`src/rtl/block_pkg.sv`:
```
// Shared definitions for the block drawing path: screen geometry, background
// colour and the plotter state encoding.
package block_pkg;

    localparam int SCREEN_W = 160;
    localparam int SCREEN_H = 120;

    localparam logic [2:0] BG_COLOUR = 3'b000;

    typedef enum logic [1:0] {
        PL_IDLE = 2'd0,
        PL_DRAW = 2'd1,
        PL_DONE = 2'd2
    } plot_state_e;

endpackage

```
`src/rtl/rect_offset_counter.sv`:
```
// Raster offset counter for a width x ROWS rectangle: cx walks 0..width-1,
// then wraps and advances cy. Next-state values are exported for registered users.
module rect_offset_counter #(
    parameter int WID_W = 5,
    parameter int CY_W  = 2,
    parameter int ROWS  = 4
) (
    input  logic             clk,
    input  logic             rst,
    input  logic             clear,
    input  logic             en,
    input  logic [WID_W-1:0] width,
    output logic [WID_W-1:0] cx,
    output logic [CY_W-1:0]  cy,
    output logic [WID_W-1:0] cx_nxt,
    output logic [CY_W-1:0]  cy_nxt,
    output logic             last
);

    logic [WID_W-1:0] cx_q, cx_d;
    logic [CY_W-1:0]  cy_q, cy_d;
    logic             row_end;

    always_comb begin
        cx_d    = cx_q;
        cy_d    = cy_q;
        row_end = (cx_q == width - WID_W'(1));
        last    = row_end && (cy_q == CY_W'(ROWS - 1));
        // clear wins over en so a restart always begins at the origin
        if (clear) begin
            cx_d = '0;
            cy_d = '0;
        end else if (en) begin
            if (row_end) begin
                cx_d = '0;
                cy_d = last ? '0 : cy_q + CY_W'(1);
            end else begin
                cx_d = cx_q + WID_W'(1);
            end
        end
    end

    always_ff @(posedge clk or posedge rst) begin
        if (rst) begin
            cx_q <= '0;
            cy_q <= '0;
        end else begin
            cx_q <= cx_d;
            cy_q <= cy_d;
        end
    end

    assign cx     = cx_q;
    assign cy     = cy_q;
    assign cx_nxt = cx_d;
    assign cy_nxt = cy_d;

endmodule

```
`src/rtl/block_plotter.sv`:
```
// Rectangle pixel walker feeding the VGA adapter: one pixel write per clock,
// off-screen pixels suppressed, level done_plot back to the control FSM.
module block_plotter
    import block_pkg::*;
#(
    parameter int X_W      = 8,
    parameter int Y_W      = 7,
    parameter int WID_W    = 5,
    parameter int BLOCK_H  = 4,
    parameter int COLOUR_W = 3
) (
    input  logic                clk,
    input  logic                reset,
    input  logic                start,
    input  logic                erase,
    input  logic [X_W-1:0]      x_in,
    input  logic [Y_W-1:0]      y_in,
    input  logic [WID_W-1:0]    width_in,
    input  logic [COLOUR_W-1:0] colour_in,
    output logic [X_W-1:0]      vga_x,
    output logic [Y_W-1:0]      vga_y,
    output logic [COLOUR_W-1:0] vga_colour,
    output logic                vga_we,
    output logic                done_plot
);

    localparam int CY_W = (BLOCK_H > 1) ? $clog2(BLOCK_H) : 1;

    // Handshake: start is a level held by control for the whole PLOT/ERASE
    // state; done_plot is a level that stays up until start is seen low, and
    // start falling before done aborts the rectangle without done_plot.
    plot_state_e         state_q, state_d;
    logic [X_W-1:0]      x0_q, x0_d;
    logic [Y_W-1:0]      y0_q, y0_d;
    logic [WID_W-1:0]    w_q, w_d;
    logic [COLOUR_W-1:0] col_q, col_d;
    logic [X_W-1:0]      vga_x_q, vga_x_d;
    logic [Y_W-1:0]      vga_y_q, vga_y_d;
    logic [COLOUR_W-1:0] vga_colour_q, vga_colour_d;
    logic                vga_we_q, vga_we_d;
    logic                done_q, done_d;

    logic                cnt_clear, cnt_en, cnt_last;
    logic [WID_W-1:0]    cx, cx_nxt;
    logic [CY_W-1:0]     cy, cy_nxt;
    logic [X_W:0]        sum_x;
    logic [Y_W:0]        sum_y;
    logic                drawing;

    rect_offset_counter #(
        .WID_W (WID_W),
        .CY_W  (CY_W),
        .ROWS  (BLOCK_H)
    ) u_cnt (
        .clk    (clk),
        .rst    (reset),
        .clear  (cnt_clear),
        .en     (cnt_en),
        .width  (w_q),
        .cx     (cx),
        .cy     (cy),
        .cx_nxt (cx_nxt),
        .cy_nxt (cy_nxt),
        .last   (cnt_last)
    );

    always_comb begin
        state_d   = state_q;
        x0_d      = x0_q;
        y0_d      = y0_q;
        w_d       = w_q;
        col_d     = col_q;
        cnt_clear = 1'b0;
        cnt_en    = 1'b0;
        case (state_q)
            PL_IDLE: begin
                if (start) begin
                    x0_d      = x_in;
                    y0_d      = y_in;
                    w_d       = (width_in == '0) ? WID_W'(1) : width_in;
                    col_d     = erase ? COLOUR_W'(BG_COLOUR) : colour_in;
                    cnt_clear = 1'b1;
                    state_d   = PL_DRAW;
                end
            end
            PL_DRAW: begin
                if (!start) begin
                    state_d = PL_IDLE;
                end else if (cnt_last) begin
                    state_d = PL_DONE;
                end else begin
                    cnt_en = 1'b1;
                end
            end
            PL_DONE: begin
                if (!start) begin
                    state_d = PL_IDLE;
                end
            end
            default: state_d = PL_IDLE;
        endcase

        // Outputs are registered from the pixel about to be shown; the extra
        // sum bit catches coordinate wrap as off-screen.
        drawing      = (state_d == PL_DRAW);
        sum_x        = {1'b0, x0_d} + (X_W+1)'(cx_nxt);
        sum_y        = {1'b0, y0_d} + (Y_W+1)'(cy_nxt);
        vga_x_d      = drawing ? sum_x[X_W-1:0] : '0;
        vga_y_d      = drawing ? sum_y[Y_W-1:0] : '0;
        vga_colour_d = drawing ? col_d : '0;
        vga_we_d     = drawing && (sum_x < (X_W+1)'(SCREEN_W))
                                && (sum_y < (Y_W+1)'(SCREEN_H));
        done_d       = (state_d == PL_DONE);
    end

    always_ff @(posedge clk or posedge reset) begin
        if (reset) begin
            state_q      <= PL_IDLE;
            x0_q         <= '0;
            y0_q         <= '0;
            w_q          <= '0;
            col_q        <= '0;
            vga_x_q      <= '0;
            vga_y_q      <= '0;
            vga_colour_q <= '0;
            vga_we_q     <= 1'b0;
            done_q       <= 1'b0;
        end else begin
            state_q      <= state_d;
            x0_q         <= x0_d;
            y0_q         <= y0_d;
            w_q          <= w_d;
            col_q        <= col_d;
            vga_x_q      <= vga_x_d;
            vga_y_q      <= vga_y_d;
            vga_colour_q <= vga_colour_d;
            vga_we_q     <= vga_we_d;
            done_q       <= done_d;
        end
    end

    assign vga_x      = vga_x_q;
    assign vga_y      = vga_y_q;
    assign vga_colour = vga_colour_q;
    assign vga_we     = vga_we_q;
    assign done_plot  = done_q;

endmodule

```
`config.mk`:
```
export PLATFORM = sky130hd
export DESIGN_NAME = block_plotter
export DESIGN_NICKNAME = d
export VERILOG_FILES = /design/src/rtl/block_pkg.sv /design/src/rtl/rect_offset_counter.sv /design/src/rtl/block_plotter.sv
export SDC_FILE = /design/constraint.sdc
export NUM_CORES = 1
export LEC_CHECK = 0
export CELL_PAD_IN_SITES_DETAIL_PLACEMENT = 1
export CELL_PAD_IN_SITES_GLOBAL_PLACEMENT = 1
export CORE_ASPECT_RATIO = 1.25
export CORE_MARGIN = 5
export CORE_UTILIZATION = 43
export DETAILED_ROUTE_END_ITERATION = 7
export MAX_ROUTING_LAYER = met4
export PLACE_DENSITY_LB_ADDON = 0.1
export SLEW_MARGIN = 20
export SYNTH_ARGS = -nofsm -noshare
export SYNTH_HDL_FRONTEND = slang
export SYNTH_SLANG_ARGS = --single-unit
export TNS_END_PERCENT = 100
```
`constraint.sdc`:
```
create_clock -name clk -period 7.7 [get_ports clk]
set_clock_uncertainty 0.15 [all_clocks]
set_input_delay 1.54 -clock clk [delete_from_list [all_inputs] [get_ports clk]]
set_output_delay 1.54 -clock clk [all_outputs]
set_load 0.01 [all_outputs]
```
==> impl_metrics.tcl, run 1 <==
set metrics [dict create \
    critical_path_required_ps 7770 \
    combinationalPowerShare_pct 31.2 \
    post_synth_inst_count 274 \
    post_cts_resized 0 \
    synth_most_common_cell "sky130_fd_sc_hd__nand2_1" \
    cpPeakStageDelay_ps 680 \
    initial_core_util_pct 43.8 \
    cts-buffers-inserted 5 \
    outcome "completed" \
    setup_repair_after_global_routing_missed_its_margin "false" \
    hold_viol 0 \
    pin_count 47 \
    sequentialPowerShare_pct 46.6 \
    synth_area_per_cell_um2 9.73 \
    port-buffer-count 46 \
    synth_area_leaders "sky130_fd_sc_hd__dfrtp_1, sky130_fd_sc_hd__nand2_1, sky130_fd_sc_hd__ha_1" \
    synth_cell_type_count 47 \
    postRouteAntennaNets 0 \
    final-setup-viol-count 0 \
    worst-slew-pin-transition_ps 716 \
    clock_sinks 52 \
    synth_ff_type "sky130_fd_sc_hd__dfrtp_1" \
    die_area_um2 7890 \
    ys_async_sr_fraction_pct 100 \
    rr_startpoint "w_q[0]$_DFFE_PP0P_" \
    crit_chain "clkdlybuf4s50_1 > or3b_1 > nand2_1 > nand2_1 > ha_1 > fa_1 > a21oi_1 > o21bai_1 > a21oi_1 > o211ai_1 > o311a_1 > nor4b_2" \
    max_freq_ghz 0.211 \
    final_nets 359 \
    tritoncts_clock_tree "built" \
    clock_insertion_delay_worst_skew_ps 300 \
    holdBufCountCts 0 \
    grt_overflow 0 \
    syn_nets 313 \
    area_of_the_mapped_netlist_um2 2670 \
    power.share.clock_pct 22.2 \
    synth_seq_area_share_pct 48.8 \
    gp_weighted_congestion 0.849 \
    timing.max_slew.rel_slack_pct 52.2 \
    die_x_um 80.4 \
    track_usage_pct 17.3 \
    setup-tns-final_ps 0 \
    antenna_violations_before_repair 0 \
    setup.worst_path.class "in2reg" \
    critPathArrivalTime_ps 4800 \
    totalWireLength_mm 6.13 \
    drt-initial-drc-count 74 \
    switching_share_pct 31.7 \
    first_pass_grt_wire_length_mm 10.5 \
    final.period_utilization_pct 61.4 \
    routed_via_density 5.15 \
    endpoint_kind "flop" \
    drc 0 \
    postSynthRegisterBits 52 \
    vias 2089 \
    rows 32 \
    n_antenna_cell 0 \
    synthDominantAreaCellType "sky130_fd_sc_hd__dfrtp_1" \
    via_count_of_the_first_global_routing_pass 2237 \
    place.detailed.hpwl_mm 4.60 \
    slowest_stage "sky130_fd_sc_hd__or3b_1" \
    fillers 716 \
    min_period_ps 4730 \
    ctsRootBufferMaster "sky130_fd_sc_hd__clkbuf_8" \
    drive_above_1_share_pct 4.98 \
    path_max_fanout 21 \
    p_total_mw 0.732 \
    htree_levels 2 \
    routed_wire_length_per_instance_um 15.1 \
    first_pass_iters 4 \
    worst_path_top_cell_family_by_delay "simple AND/OR/NAND/NOR gates" \
    critical_path_buf_inv_count 1 \
    pwr_density_cell_nw_per_um2 221 \
    hold_start "col_q[2]$_DFF_PP0_" \
    start_kind "input port" \
    die-height_um 98.0 \
    min_path_type "reg2reg" \
    synth-warning-count 0 \
    layout-area-overhead-vs-synth_pct 24.2 \
    yosys.area.top_type_share_pct 48.8 \
    leakagePower_nw 1.51 \
    synth-edff-count 0 \
    core_region_area_um2 6090 \
    most_instantiated_cells_after_synthesis "sky130_fd_sc_hd__nand2_1, sky130_fd_sc_hd__dfrtp_1, sky130_fd_sc_hd__nor2_1, sky130_fd_sc_hd__xnor2_1, sky130_fd_sc_hd__a21oi_1" \
    maxCapViolCount 0 \
    cts.clk_slew.worst_paths_ps 90 \
    grt_max_degree 53 \
    power.switching_mw 0.232 \
    final-max-slew-violation-count 0 \
    ir_worst_vdd_mv 0.0960 \
    pint_mw 0.500 \
    worstSetupStartpoint "start" \
    max-clock-path-buffers 2 \
    postcts_setup_bufs 0 \
]
[cell usage in the layout, fill, tap and decap left out, types with 6 or more instances in the layout]
master                            instances
sky130_fd_sc_hd__nand2_1                 63
sky130_fd_sc_hd__dfrtp_1                 52
sky130_fd_sc_hd__clkdlybuf4s50_1         46
sky130_fd_sc_hd__nor2_1                  20
sky130_fd_sc_hd__xnor2_1                 14
sky130_fd_sc_hd__a21oi_1                 11
sky130_fd_sc_hd__ha_1                    10
sky130_fd_sc_hd__inv_1                    8
sky130_fd_sc_hd__o21ai_0                  7
sky130_fd_sc_hd__a211oi_1                 6
sky130_fd_sc_hd__clkbuf_8                 6
[flip-flops by register name (all words and copies together), names as in the netlist]
| name | flops |
|---|---|
| u_cnt.cx | 5 |
| x0_q | 8 |
| w_q | 5 |
| col_q | 3 |
| state_q | 2 |
| vga_colour | 3 |
| y0_q | 7 |
| vga_y | 7 |
| vga_x | 8 |
| vga_we | 1 |
| done_plot | 1 |
| u_cnt.cy | 2 |
[power by group through the flow]
| stage | sequential, mW | combinational (mW) | clock (mW) |
|---|---|---|---|
| after CTS | 0.342 | 0.233 | 0.168 |
| final | 0.341 | 0.228 | 0.163 |
| after detailed placement | 0.347 | 0.231 | 0 |
| after floorplan | 0.349 | 0.139 | 0 |
| after global placement | 0.347 | 0.226 | 0 |
| after global routing | 0.347 | 0.258 | 0.182 |
[layout make-up]
type / count / area, um2 / area share (%)
Multi-Input combinational cell: 203 / 1300 / 39.2
Inverter: 10 / 37.5 / 1.13
Tap cell: 85 / 106 / 3.21
Clock buffer: 7 / 86.3 / 2.61
Timing Repair Buffer: 48 / 475 / 14.4
Sequential cell: 52 / 1300 / 39.3
Clock inverter: 1 / 7.51 / 0.227
[worst paths after layout]
| path | slack, ps | depth (start not counted) | endpoint |
|---|---|---|---|
| max in group asynchronous | 5380 | 3 | vga_x[4]$_DFF_PP0_ |
| hold / removal | 330 | 2 | col_q[2]$_DFF_PP0_ |
| hold reg to reg | 330 | 2 | col_q[2]$_DFF_PP0_ |
| min in group asynchronous | 1570 | 3 | w_q[2]$_DFFE_PP0P_ |
| setup / recovery | 2970 | 12 | vga_we$_DFF_PP0_ |
| setup reg to reg | 3480 | 16 | vga_we$_DFF_PP0_ |
[metal layers]
metal  share of wire (%)  vias up  track usage (%)
met5                   0        -                -
met4                 1.0        0             4.29
met3                 2.0        6             2.77
met2                  53       21             29.7
met1                  44     1045             20.9
li1                    -     1017                -
[tightest hold or removal path, cell delays in order (launching register included)]
cell and delay [ps]:
sky130_fd_sc_hd__dfrtp_1 330, sky130_fd_sc_hd__nand2_1 60, sky130_fd_sc_hd__nand2_1 50
[per-stage QoR]
stage / hold WS, ps / instance area, um2 / setup WS [ps] / cells / utilization [%]
2_1_floorplan: 283 / 2670 / 3430 / 274 / -
3_3_place_gp: 297 / 3220 / 2750 / 398 / 52.9
3_5_place_dp: 308 / 3220 / 2590 / 398 / 52.9
4_1_cts: 329 / 3310 / 2930 / 406 / 54.4
5_1_grt: 347 / 3310 / 2610 / 406 / 54.4
6_report: 325 / 3310 / 2970 / 406 / 54.4
[cell families (layout without fill, tap and decap cells)]
| logic type | after synthesis | in the layout | synth area share (%) |
|---|---|---|---|
| AO/OA/AOI/OAI | 45 | 45 | 11.8 |
| XOR/XNOR | 18 | 18 | 5.91 |
| adder cells (fa/ha/maj) | 12 | 12 | 6.19 |
| buffers and inverters | 19 | 66 | 2.77 |
| flip-flops | 52 | 52 | 48.8 |
| multiplexers | 7 | 7 | 2.72 |
| AND/OR/NAND/NOR | 121 | 121 | 21.8 |
No activity file was read; power rests on OpenSTA's default activity.
==> run 2: changes to the inputs <==
--- a/config.mk
+++ b/config.mk
@@ -9,7 +9,7 @@
 export CELL_PAD_IN_SITES_GLOBAL_PLACEMENT = 1
 export CORE_ASPECT_RATIO = 1.25
 export CORE_MARGIN = 5
-export CORE_UTILIZATION = 43
+export CORE_UTILIZATION = 40
 export DETAILED_ROUTE_END_ITERATION = 7
 export MAX_ROUTING_LAYER = met4
 export PLACE_DENSITY_LB_ADDON = 0.1
==> constraint.sdc (replaced) <==
create_clock -name clk -period 4.7 [get_ports clk]
set_clock_uncertainty 0.15 [all_clocks]
set_input_delay 0.94 -clock clk [delete_from_list [all_inputs] [get_ports clk]]
set_output_delay 0.94 -clock clk [all_outputs]
set_load 0.01 [all_outputs]
==> impl_metrics.tcl, run 2 (synthesis results as in run 1) <==
set metrics [dict create \
    max_freq_ghz 0.236 \
    worst-slew-pin-transition_ps 785 \
    pwr_density_cell_nw_per_um2 359 \
    wl_met1_mm 2.74 \
    port-buffer-count 46 \
    sequentialPowerShare_pct 46.8 \
    final_nets 362 \
    core_region_area_um2 6520 \
    tritoncts_clock_tree "built" \
    gp_weighted_congestion 0.819 \
    critical_path_required_ps 4760 \
    postRouteAntennaNets 0 \
    holdBufCountCts 0 \
    final.period_utilization_pct 90.0 \
    htree_levels 2 \
    setup.worst_path.class "reg2reg" \
    min_path_type "reg2reg" \
    routed-wl-met3_um 155 \
    rrSetupSlack_ps 470 \
    clock_insertion_delay_worst_skew_ps 300 \
    wl_met2_mm 3.30 \
    outcome "completed" \
    pint_mw 0.820 \
    critPathArrivalTime_ps 4290 \
    routed_wire_length_per_instance_um 15.5 \
    cts-buffers-inserted 5 \
    ir_worst_vdd_mv 0.159 \
    hold_viol 0 \
    cts.clk_slew.worst_paths_ps 90 \
    endpoint_kind "flop" \
    setup_repair_after_global_routing_missed_its_margin "false" \
    max-clock-path-buffers 2 \
    timing.hold.ws_ps 321 \
    die_x_um 83.0 \
    track_usage_pct 16.7 \
    setup-tns-final_ps 0 \
    leakagePower_nw 1.53 \
    switching_share_pct 31.4 \
    final-max-slew-violation-count 0 \
    grt_overflow 0 \
    post-place-cells 403 \
    vias 2138 \
    timing.max_slew.rel_slack_pct 47.7 \
    totalWireLength_mm 6.35 \
    start_kind "flop" \
    grt_max_degree 37 \
    routed_via_density 5.20 \
    initial_core_util_pct 40.9 \
    pin_count 47 \
    power.switching_mw 0.376 \
    clock_sinks 52 \
    rows 33 \
    post_cts_resized 0 \
    ctsRootBufferMaster "sky130_fd_sc_hd__clkbuf_8" \
    first_pass_iters 4 \
    top_layer_used "met4" \
    combinationalPowerShare_pct 31.7 \
    drive_above_1_share_pct 5.56 \
    most_frequent_standard_cell_in_the_layout_excluding_fill_and_tap_cells "sky130_fd_sc_hd__nand2_1" \
    path_max_fanout 7 \
    layout-area-overhead-vs-synth_pct 25.0 \
    final_core_util_pct 51.1 \
    first_pass_grt_wire_length_mm 11.0 \
    maxCapViolCount 0 \
    die_area_um2 8410 \
    p_total_mw 1.20 \
    postcts_setup_bufs 0 \
    drc 0 \
    min_period_ps 4230 \
    via_count_of_the_first_global_routing_pass 2318 \
    final-setup-viol-count 0 \
    n_antenna_cell 0 \
    place.detailed.hpwl_mm 4.90 \
    power.share.clock_pct 21.5 \
    antenna_violations_before_repair 0 \
    drt-initial-drc-count 55 \
    die-height_um 101 \
    layout.cells.most_common_list "sky130_fd_sc_hd__nand2_1, sky130_fd_sc_hd__dfrtp_1, sky130_fd_sc_hd__clkdlybuf4s50_1" \
    final_std_cells_w_o_fill 411 \
]
-- run 2: worst paths after layout --
check                                    from  cells past startpoint                     to
max reg2reg                w_q[0]$_DFFE_PP0P_                     16       vga_we$_DFF_PP0_
min                        col_q[1]$_DFF_PP0_                      2     col_q[1]$_DFF_PP0_
max in group asynchronous               reset                      3  u_cnt.cx[3]$_DFF_PP0_
min reg2reg                col_q[1]$_DFF_PP0_                      2     col_q[1]$_DFF_PP0_
min in group asynchronous               reset                      2  u_cnt.cx[2]$_DFF_PP0_
max                        w_q[0]$_DFFE_PP0P_                     16       vga_we$_DFF_PP0_
-- run 2: final cells by class --
| type | instances | area (um2) |
|---|---|---|
| clock buffer | 8 | 90.1 |
| fill | 785 | 3190 |
| inverter | 10 | 37.5 |
| multi-input combinational | 203 | 1300 |
| sequential | 52 | 1300 |
| tap | 87 | 109 |
| timing repair buffer | 51 | 498 |
-- run 2: power groups by stage --
stage               clock network (mW)  logic, mW  registers (mW)
floorplan                            0      0.227           0.571
global placement                     0      0.373           0.568
detailed placement                   0      0.384           0.570
CTS                              0.269      0.386           0.560
global route                     0.290      0.423           0.569
finish                           0.257      0.379           0.560
-- run 2: critical path: stages (launching register included) --
cell and delay, ps:
sky130_fd_sc_hd__dfrtp_1 390, sky130_fd_sc_hd__inv_1 70, sky130_fd_sc_hd__ha_1 230, sky130_fd_sc_hd__nor2b_1 140, sky130_fd_sc_hd__or3_4 350, sky130_fd_sc_hd__a311oi_4 430, sky130_fd_sc_hd__nor2_1 120, sky130_fd_sc_hd__mux2_2 270
sky130_fd_sc_hd__a22o_1 190, sky130_fd_sc_hd__ha_1 220, sky130_fd_sc_hd__fa_1 410, sky130_fd_sc_hd__a21oi_1 230, sky130_fd_sc_hd__o21bai_1 130, sky130_fd_sc_hd__a21oi_1 270, sky130_fd_sc_hd__o211ai_1 120, sky130_fd_sc_hd__o311a_1 150
sky130_fd_sc_hd__nor4b_2 260
-- run 2: per-layer routing --
metal	vias up	GRT usage, %
met3	12	2.85
met1	1065	19.6
li1	1028	-
met2	33	28.6
met5	-	-
met4	0	7.04
-- run 2: through the flow --
stage	cell area [um2]	setup slack, ps
final	3330	468
after global routing	3330	181
after CTS	3330	465
after detailed placement	3240	489
after global placement	3240	653
after floorplan	2670	874
==> run 3: changes to the inputs <==
--- a/config.mk
+++ b/config.mk
@@ -7,9 +7,10 @@
 export LEC_CHECK = 0
 export CELL_PAD_IN_SITES_DETAIL_PLACEMENT = 1
 export CELL_PAD_IN_SITES_GLOBAL_PLACEMENT = 1
-export CORE_ASPECT_RATIO = 1.25
+export CORE_ASPECT_RATIO = 0.5
 export CORE_MARGIN = 5
-export CORE_UTILIZATION = 40
+export CORE_UTILIZATION = 42
+export CTS_BUF_LIST = sky130_fd_sc_hd__clkbuf_8
 export DETAILED_ROUTE_END_ITERATION = 7
 export MAX_ROUTING_LAYER = met4
 export PLACE_DENSITY_LB_ADDON = 0.1
==> impl_metrics.tcl, run 3 (synthesis results as in run 1) <==
set metrics [dict create \
    drt-initial-drc-count 107 \
    htree_levels 2 \
    die_area_um2 8140 \
    endpoint_kind "flop" \
    post-place-ws_ps 281 \
    worst-slew-pin-transition_ps 920 \
    holdBufCountCts 0 \
    final.period_utilization_pct 90.8 \
    postcts_setup_bufs 0 \
    place.detailed.hpwl_mm 4.88 \
    layout.cells.most_common_list "sky130_fd_sc_hd__nand2_1, sky130_fd_sc_hd__dfrtp_1, sky130_fd_sc_hd__clkdlybuf4s50_1" \
    ctsRootBufferMaster "sky130_fd_sc_hd__clkbuf_8" \
    final_design_instance_area_without_fill_um2 3320 \
    cts.clk_slew.worst_paths_ps 90 \
    p_total_mw 1.21 \
    post_cts_resized 0 \
    final_nets 360 \
    initial_core_util_pct 43.7 \
    critPathArrivalTime_ps 4330 \
    n_antenna_cell 0 \
    routed_via_density 5.20 \
    clock_insertion_delay_worst_skew_ps 300 \
    ir_worst_vdd_mv 0.152 \
    postRouteAntennaNets 0 \
    grt_overflow 0 \
    via_count_of_the_first_global_routing_pass 2336 \
    start_kind "flop" \
    routed_wire_length_per_instance_um 15.9 \
    max-clock-path-buffers 2 \
    path_max_fanout 7 \
    setup-tns-final_ps 0 \
    rows 20 \
    drive_above_1_share_pct 4.97 \
    tritoncts_clock_tree "built" \
    outcome "completed" \
    hold_viol 0 \
    gp_weighted_congestion 0.871 \
    most_frequent_standard_cell_in_the_layout_excluding_fill_and_tap_cells "sky130_fd_sc_hd__nand2_1" \
    cts-buffers-inserted 5 \
    pwr_density_cell_nw_per_um2 363 \
    min_path_type "reg2reg" \
    max_freq_ghz 0.234 \
    rrSetupSlack_ps 430 \
    worst_path_top_cell_family_by_delay "compound AO/OA/AOI/OAI gates" \
    layout-area-overhead-vs-synth_pct 24.5 \
    maxCapViolCount 0 \
    pin_count 47 \
    slowest_stage "sky130_fd_sc_hd__a311oi_4" \
    final-max-slew-violation-count 0 \
    timing.hold.ws_ps 326 \
    post_route_setup_slack_ps 435 \
    grt_max_degree 53 \
    final-setup-viol-count 0 \
    setup_repair_after_global_routing_missed_its_margin "false" \
    post-place-cells 402 \
    min_period_ps 4270 \
    vias 2131 \
    port-buffer-count 46 \
    timing.max_slew.rel_slack_pct 38.6 \
    critical_path_required_ps 4770 \
    cpPeakStageDelay_ps 440 \
    core_region_area_um2 6110 \
    critical_path_buf_inv_count 1 \
    first_pass_iters 4 \
    final_core_util_pct 54.4 \
    die-height_um 66.3 \
    leakagePower_nw 1.53 \
    track_usage_pct 17.9 \
    antenna_violations_before_repair 0 \
    die_x_um 123 \
    setup.worst_path.class "reg2reg" \
    clock_sinks 52 \
    drc 0 \
    final_std_cells_w_o_fill 410 \
    crit_chain "inv_1 > ha_1 > nor2b_1 > or3_4 > a311oi_4 > nor2_1 > mux2_2 > a22o_1 > ha_1 > fa_1 > a21oi_1 > o21bai_1 > a21oi_1 > o211ai_1 > o311a_1 > nor4b_2" \
    totalWireLength_mm 6.54 \
    first_pass_grt_wire_length_mm 11.1 \
    placed_area_um2 3230 \
]
## run 3: cell type report
class | count | area (um2)
Clock buffer | 6 | 82.6
Clock inverter | 2 | 7.51
Fill cell | 716 | 2790
Inverter | 10 | 38.8
Multi-Input combinational cell | 203 | 1300
Sequential cell | 52 | 1300
Tap cell | 88 | 110
Timing Repair Buffer | 49 | 483
## run 3: where the power goes
part / total (mW) / leakage [nW] / internal [mW] / switching [mW]
clock network: 0.263 / 0.0538 / 0.116 / 0.147
registers: 0.562 / 0.667 / 0.514 / 0.0475
logic: 0.380 / 0.807 / 0.185 / 0.195
total: 1.21 / 1.53 / 0.816 / 0.390
## run 3: routing by layer
layer / GRT usage (%) / routed length [um]
met1: 22.6 / 3220
met2: 29.8 / 3080
met3: 5.04 / 224
met4: 2.37 / 8
met5: - / 0
## run 3: worst paths after layout
path                       cells after the start                from            endpoint
setup reg to reg                              16  w_q[0]$_DFFE_PP0P_    vga_we$_DFF_PP0_
hold reg to reg                                2  col_q[1]$_DFF_PP0_  col_q[1]$_DFF_PP0_
min in group asynchronous                      2               reset  vga_y[0]$_DFF_PP0_
setup / recovery                              16  w_q[0]$_DFFE_PP0P_    vga_we$_DFF_PP0_
max in group asynchronous                      2               reset  vga_y[5]$_DFF_PP0_
hold / removal                                 2  col_q[1]$_DFF_PP0_  col_q[1]$_DFF_PP0_
## run 3: tightest hold or removal path, cell delays in order (launching register included)
cell	delay, ps
sky130_fd_sc_hd__dfrtp_1	340
sky130_fd_sc_hd__nand2_1	60
sky130_fd_sc_hd__nand2_1	50
